===== src/rtl/deserializer.sv =====
// Serial-to-parallel receiver: gathers framed serial bits into WIDTH-bit words
// and offers them on a valid/ready interface with sticky overrun/frame-error flags.
module deserializer #(
  parameter int unsigned WIDTH     = 8,
  parameter bit          MSB_FIRST = 1'b1
) (
  input  logic             clk,
  input  logic             rst_n,
  input  logic             in_bit,
  input  logic             in_valid,
  input  logic             in_start,
  output logic [WIDTH-1:0] out_value,
  output logic             out_valid,
  input  logic             out_ready,
  output logic             busy,
  output logic             overrun,
  output logic             frame_err,
  input  logic             clr_err
);

  localparam int unsigned CW = $clog2(WIDTH);

  typedef enum logic {IDLE, SHIFT} state_t;

  state_t           state;
  logic [CW-1:0]    cnt;
  logic [WIDTH-1:0] shreg;

  logic [WIDTH-1:0] shifted_c;
  logic [WIDTH-1:0] first_c;
  logic             last_c;
  logic             restart_c;

  // Shift-in value, fresh-frame value, and frame event decode
  always_comb begin
    if (MSB_FIRST) begin
      shifted_c = {shreg[WIDTH-2:0], in_bit};
      first_c   = {{(WIDTH-1){1'b0}}, in_bit};
    end else begin
      shifted_c = {in_bit, shreg[WIDTH-1:1]};
      first_c   = {in_bit, {(WIDTH-1){1'b0}}};
    end
    last_c    = (state == SHIFT) && in_valid && !in_start && (cnt == CW'(WIDTH-1));
    restart_c = (state == SHIFT) && in_valid && in_start;
  end

  always_ff @(posedge clk) begin
    if (!rst_n) begin
      state     <= IDLE;
      cnt       <= '0;
      shreg     <= '0;
      out_value <= '0;
      out_valid <= 1'b0;
      busy      <= 1'b0;
      overrun   <= 1'b0;
      frame_err <= 1'b0;
    end else begin
      case (state)
        IDLE: begin
          if (in_valid && in_start) begin
            shreg <= first_c;
            cnt   <= CW'(1);
            state <= SHIFT;
            busy  <= 1'b1;
          end
        end
        SHIFT: begin
          if (in_valid) begin
            if (in_start) begin
              shreg <= first_c;
              cnt   <= CW'(1);
            end else if (last_c) begin
              shreg <= shifted_c;
              cnt   <= '0;
              state <= IDLE;
              busy  <= 1'b0;
            end else begin
              shreg <= shifted_c;
              cnt   <= cnt + CW'(1);
            end
          end
        end
      endcase

      // A completed word loads only if the buffer is empty or draining now
      if (last_c) begin
        if (!out_valid || out_ready) begin
          out_value <= shifted_c;
          out_valid <= 1'b1;
        end
      end else if (out_valid && out_ready) begin
        out_valid <= 1'b0;
      end

      // Clear first so a coincident set event takes priority
      if (clr_err) begin
        overrun   <= 1'b0;
        frame_err <= 1'b0;
      end
      if (last_c && out_valid && !out_ready) overrun <= 1'b1;
      if (restart_c) frame_err <= 1'b1;
    end
  end

endmodule


===== config.mk =====
export PLATFORM = sky130hd
export DESIGN_NAME = deserializer
export DESIGN_NICKNAME = d
export VERILOG_FILES = /design/src/rtl/deserializer.sv
export SDC_FILE = /design/constraint.sdc
export NUM_CORES = 1
export LEC_CHECK = 0
export BUFFER_PORTS_ARGS = -buffer_cell sky130_fd_sc_hd__buf_2
export CAP_MARGIN = 0
export CORE_UTILIZATION = 52
export DETAILED_ROUTE_END_ITERATION = 8
export PLACE_DENSITY_LB_ADDON = 0.2
export SYNTH_ARGS = -nofsm -noshare
export SYNTH_HDL_FRONTEND = slang
export SYNTH_SLANG_ARGS = --single-unit

===== constraint.sdc =====
create_clock -name clk -period 1.55 [get_ports clk]
set_input_delay 0.2325 -clock clk [delete_from_list [all_inputs] [get_ports clk]]
set_output_delay 0.2325 -clock clk [all_outputs]
set_load 0.02 [all_outputs]

==> impl_results.md <==
- Outcome: finished clean
- Unique masters post-synth: 23
- Slowest library cell on the worst path: dfxtp_1
- Layout Cells excl Fill: 140
- Synthesis Warnings: 0
- Io pins: 19
- Core area: about 1700 µm²
- GR Util All Layers: around 17%
- Detailed Route Iter0 Violations: 4
- RSZ-0062 raised after global routing: no
- Fmax: around 700 MHz
- Grt peak-use layer: met2
- Total grt overflow: 0
- Sequential Power Share: 65.1%
- Initial DRT Pass Iterations: 5
- Least-Margin Pin Slew: approximately 0.46 ns
- Final setup vio count: 0
- Clock share of power: 28.6%
- Startpoint types: flop
- GRT met2 Usage: 26.5%
- Syn_area_per_cell: slightly below 10 µm²
- Fin nets: ~130
- Post-Synthesis Cells: between 90 and 100
- Final ANT Viol Nets: 0
- TNS Setup: 0 ns
- Worst-path maximum fanout: 8
- Power Total: 0.000934 W
- Rel. slew slack: ~70%
- CTS sink count: 23
- Die width: 44.9 µm
- Dpl cells: between 100 and 150
- Share of layout cells above drive strength 1: about 23%
- Clk buf depth: 2
- Diodes inserted: 0
- Met3 Use GR: between 2 and 2.5%
- Worst EP required: 1.79 ns
- Drt total wl: about 1600 µm
- Die Y: 44.9 µm
- Initial antenna violation count: 0
- Largest family of logic cells by synthesized area: simple AND/OR/NAND/NOR gates
- Worst endpoint data arrival time: approximately 1.7 ns
- Final Hold Vio Count: 0
- Vias: 716
- Synth top area cells: dfxtp_1 48%, mux2i_1 9.4%, nand2_1 8.2%
- Global placer's final weighted congestion: ~0.74
- Post-synth ARST share: 0%
- Post-synth EDFFs: 0
- # Max-Cap Violations: 0
- Min Hold Slack: 0.177 ns
- Via density: 5.11
- Most common cell in the netlist: dfxtp_1
- Sequential area share after synthesis: roughly half
- Number of H-tree levels: 1
- Clock period minus worst slack: around 1.4 ns
- Psw: about 0.00021 W
- First-pass GRT wire length: around 2600 µm
- Total power per unit cell area: around 860 nW/µm²
- Met1 Usage GRT: 24.4%
- Main flop type after synthesis: dfxtp_1
- Slew Viols, Final: 0
- Comb power frac: approximately 6.3%
- DR DRC count: 0
- CTS root buffer: clkbuf_4
- Worst Path Buf+Inv: 0
- Hpwl dp: approximately 1100 µm
- Maximum VDD drop: between 0.6 and 0.7 mV
- Synth Area in Simple Gates: approximately a quarter
- Clk pin slew, worst setup/hold paths: 0.12 ns
- Post-synth top area cell: dfxtp_1
- Fin crit share: between 90% and 100%
- Vias in the first global route: 600
- Clk_lat worst skew: approximately 0.30 ns
- Hold Path Class: input port to flop
- Kind of cell adding the most delay to the critical path: adder cells
- Most frequent cells after synthesis: 23 x dfxtp_1, 21 x nand2_1, 11 x nor2b_1
- Critical setup path kind: flop to flop
- Post-Synth Adder-Cell Area: 2.62%
- Slowest cell delay on critical path: around 0.38 ns
- Complex-gate fraction of the synthesized area: between 10 and 15%
- Sw frac: a little under a quarter
- XOR/XNOR Fraction of Synth Area: 0%
- Area growth from synthesis to layout: 13.6%
- CTS tree: yes
- Multiplexer share of the synthesized area: a little under a tenth
- P_leak: ~0.42 nW
- Die ar.: about 2000 µm²
- Final Skew: between 0.002 and 0.003 ns
- Largest net degree at the start of global routing: 33
- Num CTS Buffers: 3
- Yosys reg bits: 23
- Syn nets: 107
- Area share of the largest cell type after synthesis: 48.2%
- Routed length per instance: approximately 12 µm
- Number of port buffers: 18
- Critical Path Sink Type: flop
- Std-Cell Rows: 15
- Mapped Area: about 960 µm²
- Initial Utilization: a little under three fifths
- Int Pwr: approximately 0.00072 W
- CP Cell Sequence: ha_1, ha_2, nand4b_4, nor2_8, mux2i_1
-- final timing paths --
kind                                   start            to  slack [ns]  cells past startpoint
worst min-delay path                  in_bit  out_value[0]        0.18                      3
worst max-delay path                  cnt[1]  out_value[1]        0.10                      5
worst max register to register        cnt[1]  out_value[1]        0.10                      5
worst min register to register  out_value[6]  out_value[6]        0.46                      2
-- power by group through the flow --
| stage | clock network (W) | logic, W | registers [W] |
|---|---|---|---|
| finish | 0.000267 | 0.0000589 | 0.000608 |
| global route | 0.000303 | 0.0000666 | 0.000610 |
| CTS | 0.000278 | 0.0000582 | 0.000608 |
| detailed placement | 0 | 0.0000578 | 0.000621 |
| global placement | 0 | 0.0000565 | 0.000620 |
| floorplan | 0 | 0.0000419 | 0.000620 |
-- metrics by stage --
stage,utilization [%],area [µm²],worst slack [ns]
after global routing,62.9,1090,0.0178
final,62.9,1090,0.104
after floorplan,-,956,0.229
after global placement,60.7,1050,0.148
after detailed placement,60.7,1050,0.0592
after CTS,62.2,1070,0.0371
-- flip-flops by register name, indices dropped and copies added, names as in the netlist --
signal and flops:
out_value 8, cnt 3, frame_err 1, state 1
out_valid 1, overrun 1, shreg 7, busy 1
-- cells in the final DEF (no fill, tap or decap), types with 2 or more instances in the layout --
master	n
mux2i_1	9
o21ai_0	4
a21boi_0	2
dfxtp_1	23
nor2b_1	11
nand2_1	21
clkbuf_4	3
buf_2	18
a22oi_1	7
a21oi_1	3
-- logic make-up after synthesis --
group                      after synthesis
adders and majority gates                2
AOI/OAI and AO/OA                       18
and+or+nand+nor                         40
DFF                                     23
buffers and inverters                    6
muxes                                    9
-- final cells by class --
| cell class | instances | area [µm²] |
|---|---|---|
| tap | 25 | 31.3 |
| multi-input combinational | 69 | 473 |
| clock inverter | 1 | 5.00 |
| sequential | 23 | 460 |
| clock buffer | 3 | 22.5 |
| inverter | 1 | 3.75 |
| timing repair buffer | 18 | 90.1 |
| fill | 151 | 641 |
-- layer usage --
metal / vias to the layer above / wire (µm)
li1: 369 / -
met1: 330 / 797
met2: 14 / 766
met3: 3 / 47
met4: 0 / 4
met5: - / 0
-- worst min-delay path, stage by stage --
cell and delay (ns):
buf_2 0.10, nand2_1 0.05, mux2i_1 0.06
-- what timing repair did --
item / CTS / global route
hold buffers: 0 / 0
endpoints found under the setup margin: 0 / 8
gates resized for setup: 0 / 2
buffers inserted: 0 / 0
Note: power is estimated with default switching activity, not from simulation.
